==> src/rtl/ws2812_strip_controller_pkg.sv <==
// Shared constants, FSM encodings, pixel payload type and colour helpers
// for the WS2812 strip controller.
package ws2812_strip_controller_pkg;

  localparam int unsigned DEF_NUM_LEDS   = 8;
  localparam int unsigned DEF_T0H_CYC    = 4;
  localparam int unsigned DEF_T1H_CYC    = 8;
  localparam int unsigned DEF_TBIT_CYC   = 12;
  localparam int unsigned DEF_TRESET_CYC = 500;
  localparam int unsigned DEF_STALL_CYC  = 250;

  localparam int unsigned ORDER_GRB = 0;
  localparam int unsigned ORDER_RGB = 1;

  localparam int unsigned PIX_W = 24;
  localparam int unsigned IDX_W = 5;

  localparam logic [2:0] ST_PRELATCH = 3'd0;
  localparam logic [2:0] ST_IDLE     = 3'd1;
  localparam logic [2:0] ST_FETCH    = 3'd2;
  localparam logic [2:0] ST_SHIFT    = 3'd3;
  localparam logic [2:0] ST_LATCH    = 3'd4;

  typedef struct packed {
    logic [7:0] r;
    logic [7:0] g;
    logic [7:0] b;
  } pixel_t;

  // (c * (br + 1)) >> 8: br=255 is identity, br=0 blanks the channel
  function automatic logic [7:0] scale_chan(input logic [7:0] c, input logic [7:0] br);
    logic [16:0] prod;
    prod = 17'(c) * (17'(br) + 17'd1);
    return 8'(prod >> 8);
  endfunction

  function automatic logic [PIX_W-1:0] wire_word(input pixel_t p, input logic [7:0] br,
                                                 input logic rgb_order);
    logic [7:0] r;
    logic [7:0] g;
    logic [7:0] b;
    r = scale_chan(p.r, br);
    g = scale_chan(p.g, br);
    b = scale_chan(p.b, br);
    return rgb_order ? {r, g, b} : {g, r, b};
  endfunction

endpackage

==> src/rtl/ws2812_bit_encoder.sv <==
// Generates one WS2812 bit waveform: high for T0H/T1H cycles, low for the
// rest of a TBIT_CYC period. bit_done is high during the last cycle of the bit.
module ws2812_bit_encoder #(
  parameter int unsigned T0H_CYC  = 4,
  parameter int unsigned T1H_CYC  = 8,
  parameter int unsigned TBIT_CYC = 12
) (
  input  logic clk,
  input  logic rst,
  input  logic go,
  input  logic bit_val,
  output logic data_out,
  output logic bit_done
);

  localparam int unsigned CNT_W = $clog2(TBIT_CYC);
  localparam logic [CNT_W-1:0] LAST  = CNT_W'(TBIT_CYC - 1);
  localparam logic [CNT_W-1:0] HI0   = CNT_W'(T0H_CYC);
  localparam logic [CNT_W-1:0] HI1   = CNT_W'(T1H_CYC);

  logic             active;
  logic             bit_q;
  logic [CNT_W-1:0] cnt;
  logic [CNT_W-1:0] cnt_inc;
  logic [CNT_W-1:0] hi_len;

  assign cnt_inc = cnt + CNT_W'(1);
  assign hi_len  = bit_q ? HI1 : HI0;

  always_ff @(posedge clk) begin
    if (rst) begin
      active   <= 1'b0;
      bit_q    <= 1'b0;
      cnt      <= '0;
      data_out <= 1'b0;
      bit_done <= 1'b0;
    end else if (go) begin
      active   <= 1'b1;
      bit_q    <= bit_val;
      cnt      <= '0;
      data_out <= 1'b1;
      bit_done <= 1'b0;
    end else if (active) begin
      if (cnt == LAST) begin
        active   <= 1'b0;
        data_out <= 1'b0;
        bit_done <= 1'b0;
      end else begin
        cnt      <= cnt_inc;
        data_out <= cnt_inc < hi_len;
        bit_done <= cnt_inc == LAST;
      end
    end
  end

endmodule

==> src/rtl/ws2812_strip_controller.sv <==
// WS2812 chain driver: fetches NUM_LEDS pixels from a valid/ready source,
// scales and serialises them, then latches the strip with a long low interval.
module ws2812_strip_controller
  import ws2812_strip_controller_pkg::*;
#(
  parameter int unsigned NUM_LEDS   = DEF_NUM_LEDS,
  parameter int unsigned T0H_CYC    = DEF_T0H_CYC,
  parameter int unsigned T1H_CYC    = DEF_T1H_CYC,
  parameter int unsigned TBIT_CYC   = DEF_TBIT_CYC,
  parameter int unsigned TRESET_CYC = DEF_TRESET_CYC,
  parameter int unsigned STALL_CYC  = DEF_STALL_CYC,
  parameter int unsigned ORDER      = ORDER_GRB
) (
  input  logic       clk,
  input  logic       rst,
  input  logic       start,
  input  logic [7:0] brightness,
  input  logic       pix_valid,
  output logic       pix_ready,
  input  logic [7:0] pix_r,
  input  logic [7:0] pix_g,
  input  logic [7:0] pix_b,
  output logic       busy,
  output logic       frame_done,
  output logic       underrun,
  output logic       data_out
);

  localparam int unsigned TCNT_W  = $clog2(TRESET_CYC + 1);
  localparam int unsigned STALL_W = $clog2(STALL_CYC + 1);
  localparam int unsigned PIXC_W  = $clog2(NUM_LEDS + 1);

  logic [2:0]         state, state_n;
  logic [TCNT_W-1:0]  tcnt, tcnt_n;
  logic [STALL_W-1:0] stall, stall_n;
  logic [PIXC_W-1:0]  pix_cnt, pix_cnt_n;
  logic [IDX_W-1:0]   idx, idx_n;
  logic [PIX_W-1:0]   sreg, sreg_n;
  logic [7:0]         br_q, br_n;
  logic               frame_done_n, underrun_n;
  logic               enc_go, enc_bit, bit_done;
  logic [PIX_W-1:0]   word;
  pixel_t             pix_in;

  assign pix_in = '{r: pix_r, g: pix_g, b: pix_b};

  always_ff @(posedge clk) begin
    if (rst) begin
      state      <= ST_PRELATCH;
      tcnt       <= '0;
      stall      <= '0;
      pix_cnt    <= '0;
      idx        <= '0;
      sreg       <= '0;
      br_q       <= '0;
      busy       <= 1'b0;
      pix_ready  <= 1'b0;
      frame_done <= 1'b0;
      underrun   <= 1'b0;
    end else begin
      state      <= state_n;
      tcnt       <= tcnt_n;
      stall      <= stall_n;
      pix_cnt    <= pix_cnt_n;
      idx        <= idx_n;
      sreg       <= sreg_n;
      br_q       <= br_n;
      busy       <= state_n != ST_IDLE;
      pix_ready  <= state_n == ST_FETCH;
      frame_done <= frame_done_n;
      underrun   <= underrun_n;
    end
  end

  always_comb begin
    state_n      = state;
    tcnt_n       = tcnt;
    stall_n      = stall;
    pix_cnt_n    = pix_cnt;
    idx_n        = idx;
    sreg_n       = sreg;
    br_n         = br_q;
    frame_done_n = 1'b0;
    underrun_n   = 1'b0;
    enc_go       = 1'b0;
    enc_bit      = 1'b0;
    word         = wire_word(pix_in, br_q, ORDER == ORDER_RGB);
    case (state)
      // PRELATCH starts with tcnt=0 while outputs still show reset, hence the extra count
      ST_PRELATCH: begin
        if (tcnt == TCNT_W'(TRESET_CYC)) begin
          state_n = ST_IDLE;
          tcnt_n  = '0;
        end else begin
          tcnt_n = tcnt + TCNT_W'(1);
        end
      end
      ST_IDLE: begin
        if (start) begin
          br_n      = brightness;
          pix_cnt_n = '0;
          stall_n   = '0;
          state_n   = ST_FETCH;
        end
      end
      ST_FETCH: begin
        if (pix_valid && pix_ready) begin
          sreg_n  = word;
          idx_n   = '0;
          enc_go  = 1'b1;
          enc_bit = word[PIX_W-1];
          stall_n = '0;
          state_n = ST_SHIFT;
        end else if (stall == STALL_W'(STALL_CYC - 1)) begin
          underrun_n = 1'b1;
          tcnt_n     = '0;
          state_n    = ST_LATCH;
        end else begin
          stall_n = stall + STALL_W'(1);
        end
      end
      ST_SHIFT: begin
        if (bit_done) begin
          if (idx == IDX_W'(PIX_W - 1)) begin
            pix_cnt_n = pix_cnt + PIXC_W'(1);
            if (pix_cnt_n == PIXC_W'(NUM_LEDS)) begin
              tcnt_n  = '0;
              state_n = ST_LATCH;
            end else begin
              stall_n = '0;
              state_n = ST_FETCH;
            end
          end else begin
            idx_n   = idx + IDX_W'(1);
            sreg_n  = sreg << 1;
            enc_go  = 1'b1;
            enc_bit = sreg[PIX_W-2];
          end
        end
      end
      ST_LATCH: begin
        if (tcnt == TCNT_W'(TRESET_CYC - 1)) begin
          tcnt_n       = '0;
          frame_done_n = 1'b1;
          state_n      = ST_IDLE;
        end else begin
          tcnt_n = tcnt + TCNT_W'(1);
        end
      end
      default: state_n = ST_PRELATCH;
    endcase
  end

  ws2812_bit_encoder #(
    .T0H_CYC (T0H_CYC),
    .T1H_CYC (T1H_CYC),
    .TBIT_CYC(TBIT_CYC)
  ) u_enc (
    .clk     (clk),
    .rst     (rst),
    .go      (enc_go),
    .bit_val (enc_bit),
    .data_out(data_out),
    .bit_done(bit_done)
  );

endmodule

==> config.mk <==
export PLATFORM = sky130hd
export DESIGN_NAME = ws2812_strip_controller
export DESIGN_NICKNAME = d
export VERILOG_FILES = /design/src/rtl/ws2812_strip_controller_pkg.sv /design/src/rtl/ws2812_bit_encoder.sv /design/src/rtl/ws2812_strip_controller.sv
export SDC_FILE = /design/constraint.sdc
export NUM_CORES = 1
export LEC_CHECK = 0
export CORE_MARGIN = 3
export CORE_UTILIZATION = 41
export CTS_BUF_LIST = sky130_fd_sc_hd__clkbuf_8
export DETAILED_ROUTE_END_ITERATION = 16
export GPL_ROUTABILITY_DRIVEN = 0
export MAX_ROUTING_LAYER = met4
export PLACE_DENSITY = 0.62
export SYNTH_ARGS = -nofsm -noshare
export SYNTH_HDL_FRONTEND = slang
export SYNTH_HIERARCHICAL = 1
export SYNTH_SLANG_ARGS = --single-unit
==> constraint.sdc <==
create_clock -name clk -period 6.5 [get_ports clk]
set_input_delay 0.65 -clock clk [delete_from_list [all_inputs] [get_ports clk]]
set_output_delay 0.65 -clock clk [all_outputs]
set_load 0.01 [all_outputs]
==> run summary, run 1 <==
Status - finished, final reports clean
Dominant synthesized flop cell - dfxtp_1
Placed instance count - 1449
HPWL after DPL - 15900 um
CTS tree - done
Routed len/inst - 14.2 um
Resized cells post-CTS - 0
Fin. max-slew vios - 0
Async set-reset flop share out of synthesis - 0
Worst Hold Path Cells - 2
Worst VDD drop - 0.122 mV
Synth top area share - 0.247
Final core occ - 0.461
RSZ-0062 raised after global routing - false
Largest area contributor in the netlist - fa_1
Fin crit share - 0.891
Yosys reg bits - 72
Die span in x - 160 um
Gate power share - 0.092
Sequential area share after synthesis - 0.148
Sequential power share - 0.479
Worst Tran Pin Value - 0.915 ns
Number of synthesized flops with an enable pin - 0
Synth top cells by count - inv_1 (162), nand2_1 (122), and2_1 (121), fa_1 (120), ha_1 (106)
Clock Skew - 0.0112 ns
LEAKAGE - 5.10 nW
Internal Dissipation - 0.000696 W
Crit Reg-Reg Startpoint - br_q[0]
Vias in the first global route - 7466
H-tree depth - 3
Iteration count of the initial detailed-routing pass - 5
Die area - 25600 um2
Fill cell total of the finished layout - 2322
Hold Startpoint - sreg[7]
Core area - 23000 um2
Final std cells w/o fill - 1465
DRC marker count from the first detailed-route iteration - 332
Reg2reg setup slack - 0.71 ns
N_diodes - 0
Clock power share - 0.429
Count leader, synth - inv_1
Hold Vio Cnt, Final - 0
Maxcap violations - 0
Worst setup EP type - flop
Worst EP required - 6.75 ns
Mapped Area - 9710 um2
Via density per instance - 5.01
ANT nets after route - 0
Yosys warning total - 6
Sequential Area - 1440 um2
First-pass GRT wire length - 36600 um
Tmin final - 5.79 ns
Largest net degree at the start of global routing - 56
Clock latency on the worst-skew pair - 0.36 ns
RR Endpoint - sreg[15]
Die height - 160 um
Syn nets - 1388
Crit path max fanout - 16
Final setup viols - 0
Setup Fix Bufs, Post-CTS - 0
Setup CP Type - reg -> reg
Nets - 1409
R2R cell count - 20
Multi-input gate area - 7430 um2
Number of unique standard cell types used by synthesis - 77
Fmax - 173 MHz
Clk buf depth - 2
HP Class - reg -> reg
Clock slew at reported path FFs - 0.08 ns
Syn_area_per_cell - 8.63 um2
Area delta synth->final - 9.16%
Post-Route WL - 20800 um
Clock Tree Root - clkbuf_8
IO buf count - 40
Cell area after placement - 10400 um2
Total Neg Setup Slack - 0 ns
Share of cells above drive strength 1 - 0.0486
DRC viols - 0
Clk sinks - 72
Post-route cell area - 10600 um2
Row cnt - 55
Synth top area cells - fa_1 (25%), dfxtp_1 (15%), ha_1 (14%)
GR Util All Layers - 0.174
Worst slew margin relative to its limit - 0.389
Psw - 0.000232 W
Initial core utilization - 0.423
Ports - 41
Num CTS Buffers - 9
Switch share - 0.250
Vias - 7341
Hold Path End - sreg[7]
Cts hold-fix bufs - 0
Synth Instances - 1126
Pwr per Cell Area - 87.5 nW/um2
Initial antenna violation count - 0
Overflow left after global routing - 0
Critical Path AT - 6.05 ns
CP startpoint kind - flop
## worst max path at each step
stage / from / endpoint / slack (ns) / cells after the start
floorplan: br_q[0] / u_enc/bit_q / 1.30 / 20
global placement: pix_g[2] / u_enc/bit_q / 0.80 / 17
detailed placement: pix_g[2] / u_enc/bit_q / 0.72 / 17
CTS: br_q[0] / sreg[15] / 0.69 / 20
global route: br_q[0] / sreg[15] / 0.25 / 20
finish: br_q[0] / sreg[15] / 0.71 / 20
## cell type report
class	count	area share
clock buffers	9	0.0117
multi-input cells	848	0.701
well taps	313	0.0369
clock inverters	7	0.00897
inverters	163	0.0577
repair buffers	53	0.0477
flip-flops and latches	72	0.136
## layer usage
layer	track usage	up-vias	share of wire
met5	-	-	0
met4	0.0229	0	0.0089
met3	0.0218	15	0.032
met2	0.275	100	0.46
met1	0.247	3570	0.50
li1	-	3656	-
## cell families after synthesis
logic type | share of synthesized area
XOR/XNOR | 0.0496
adder cells (fa/ha/maj) | 0.384
AO/OA/AOI/OAI | 0.0978
buffers and inverters | 0.0879
AND/OR/NAND/NOR | 0.226
flip-flops | 0.148
multiplexers | 0.00618
## sequential cells by signal (all words and copies together), names as in the netlist
register and cells:
busy 1, u_enc/bit_q 1, tcnt 9, pix_cnt 4, idx 5, u_enc/data_out 1
pix_ready 1, u_enc/bit_done 1, state 3, br_q 8, u_enc/cnt 4, u_enc/active 1
frame_done 1, sreg 23, underrun 1, stall 8
## stage by stage
step	worst slack [ns]	hold WS [ns]	total power (W)
2_1_floorplan	1.30	0.443	0.000494
3_3_place_gp	0.798	0.460	0.000540
3_5_place_dp	0.719	0.464	0.000541
4_1_cts	0.694	0.477	0.000943
5_1_grt	0.254	0.494	0.000965
6_report	0.708	0.473	0.000928
## cell usage in the layout, fill, tap and decap left out, drive strengths merged, types with 18 or more instances in the layout
master and instances:
nand2 123, fa 120, inv 165, xnor2 37, clkdlybuf4s50 39, a21oi 50
nand3 19, xor2 18, ha 106, and2 124, dfxtp 72, o21ai 27
nor2 62
## critical path: stages, from the launching register on
cell	delay [ns]
dfxtp_1	0.52
ha_1	0.25
nand3_1	0.14
xnor2_2	0.41
buf_4	0.34
nand2_1	0.11
fa_1	0.49
fa_1	0.49
inv_1	0.06
fa_1	0.54
inv_1	0.06
fa_1	0.53
inv_1	0.04
ha_1	0.31
a21o_1	0.18
a21o_1	0.20
a2111oi_2	0.35
o21ai_1	0.13
a31oi_1	0.22
xnor2_1	0.09
a221oi_1	0.24
## power groups by stage
stage	Combinational, W	Sequential, W	Clock [W]
detailed placement	0.0000853	0.000455	0
global placement	0.0000849	0.000455	0
floorplan	0.0000400	0.000454	0
finish	0.0000852	0.000445	0.000398
global route	0.0000957	0.000446	0.000423
CTS	0.0000861	0.000445	0.000412
(Power assumes the default switching activity.)
==> run 2, diff against run 1 <==
--- a/config.mk
+++ b/config.mk
@@ -12,6 +12,7 @@
 export GPL_ROUTABILITY_DRIVEN = 0
 export MAX_ROUTING_LAYER = met4
 export PLACE_DENSITY = 0.62
+export SLEW_MARGIN = 20
 export SYNTH_ARGS = -nofsm -noshare
 export SYNTH_HDL_FRONTEND = slang
 export SYNTH_HIERARCHICAL = 1
==> constraint.sdc (replaced) <==
create_clock -name clk -period 6.5 [get_ports clk]
set_input_delay 1.3 -clock clk [delete_from_list [all_inputs] [get_ports clk]]
set_output_delay 1.3 -clock clk [all_outputs]
set_load 0.01 [all_outputs]
==> run summary, run 2 (synthesized netlist as in run 1, its figures left out) <==
Clock Skew - 0.0101 ns
Clock latency on the worst-skew pair - 0.35 ns
Die span in x - 160 um
Nets - 1413
Largest register FFs - 23
Initial core utilization - 0.423
Vias - 7368
Status - finished, final reports clean
Most common cell after layout, fill and taps aside - inv_1
Multi-input gate area - 7430 um2
N_diodes - 0
Clock Tree Root - clkbuf_8
LEAKAGE - 5.12 nW
Placed instance count - 1453
Iteration count of the initial detailed-routing pass - 5
Vias in the first global route - 7369
Pwr per Cell Area - 89.1 nW/um2
ANT nets after route - 0
Final core occ - 0.463
CP startpoint kind - primary input
Fill cell total of the finished layout - 2301
Initial antenna violation count - 0
Worst slew margin relative to its limit - 0.416
Critical Path AT - 6.05 ns
DRC viols - 0
Clk sinks - 72
Clk buf depth - 2
Tmin final - 5.79 ns
Maxcap violations - 0
Largest registers - sreg (23), tcnt (9)
Share of cells above drive strength 1 - 0.0528
Routed len/inst - 13.8 um
DRC marker count from the first detailed-route iteration - 357
Setup Fix Bufs, Post-CTS - 0
Final std cells w/o fill - 1469
Cts hold-fix bufs - 0
Top reg by flops - sreg
IO buf count - 40
Die area - 25600 um2
Fin. max-slew vios - 0
Core area - 23000 um2
Area delta synth->final - 9.56%
Clock slew at reported path FFs - 0.07 ns
Fmax - 173 MHz
Sequential Area - 1440 um2
Resized cells post-CTS - 0
Worst Tran Pin Value - 0.875 ns
Largest net degree at the start of global routing - 56
HPWL after DPL - 15700 um
Final setup viols - 0
Crit path max fanout - 9
CTS tree - done
Worst EP required - 6.76 ns
Row cnt - 55
Worst VDD drop - 0.130 mV
Worst setup EP type - flop
Setup CP Type - in -> reg
Hold Vio Cnt, Final - 0
HP Class - reg -> reg
Via density per instance - 5.02
RSZ-0062 raised after global routing - false
Total Neg Setup Slack - 0 ns
Most frequent cells in the layout - inv_1 (162), nand2_1 (122), and2_1 (121)
GR Util All Layers - 0.172
H-tree depth - 3
Ports - 41
Die height - 160 um
Post-Route WL - 20300 um
Overflow left after global routing - 0
Num CTS Buffers - 9
Fin crit share - 0.891
First-pass GRT wire length - 35900 um
[run 2: through the flow]
step	hold slack (ns)	total power (W)	cell area [um2]	worst slack [ns]
floorplan	0.443	0.000494	9710	1.02
global placement	0.458	0.000539	10400	0.413
detailed placement	0.466	0.000540	10400	0.299
CTS	0.476	0.000963	10600	0.667
global route	0.500	0.000992	10600	0.384
finish	0.473	0.000948	10600	0.709
[run 2: worst paths after layout]
check           start  endpoint  slack, ns  cells after the start
max          pix_r[7]  sreg[15]       0.71                     17
min           sreg[2]   sreg[2]       0.47                      2
max reg2reg   br_q[1]  sreg[15]       0.86                     20
min reg2reg   sreg[2]   sreg[2]       0.47                      2
[run 2: critical path: stages]
cell and delay (ns):
clkdlybuf4s50_1 0.65, nand2b_1 0.13, fa_1 0.51, fa_1 0.54
inv_1 0.05, fa_1 0.53, inv_1 0.05, fa_1 0.53
inv_1 0.04, ha_1 0.32, a21o_1 0.19, a21o_1 0.20
a2111oi_2 0.34, o21ai_1 0.13, a31oi_1 0.22, xnor2_1 0.08
a221oi_1 0.22
[run 2: per-layer routing]
layer  up-vias  share of wire  global-route usage
met5         -              0                   -
met4         0         0.0096              0.0252
met3        16          0.035              0.0239
met1      3584           0.50               0.242
li1       3661              -                   -
met2       107           0.46               0.271
[run 2: area by class of cell]
| cell class | instances | share of cell area |
|---|---|---|
| Clock buffer | 12 | 0.0155 |
| Clock inverter | 4 | 0.00706 |
| Inverter | 163 | 0.0575 |
| Multi-Input combinational cell | 848 | 0.698 |
| Sequential cell | 72 | 0.135 |
| Tap cell | 313 | 0.0368 |
| Timing Repair Buffer | 57 | 0.0492 |
[run 2: report_power, final]
part	internal [W]	total, W	switching (W)
sequential	0.000443	0.000445	0.00000237
combinational	0.0000376	0.0000843	0.0000468
clock	0.000248	0.000419	0.000171
total	0.000728	0.000948	0.000221
==> run 3, diff against run 2 <==
--- a/config.mk
+++ b/config.mk
@@ -5,6 +5,7 @@
 export SDC_FILE = /design/constraint.sdc
 export NUM_CORES = 1
 export LEC_CHECK = 0
+export ABC_AREA = 0
 export CORE_MARGIN = 3
 export CORE_UTILIZATION = 41
 export CTS_BUF_LIST = sky130_fd_sc_hd__clkbuf_8
==> results of run 3 <==
No change in the layout: final DEF, timing and power equal those of run 2.
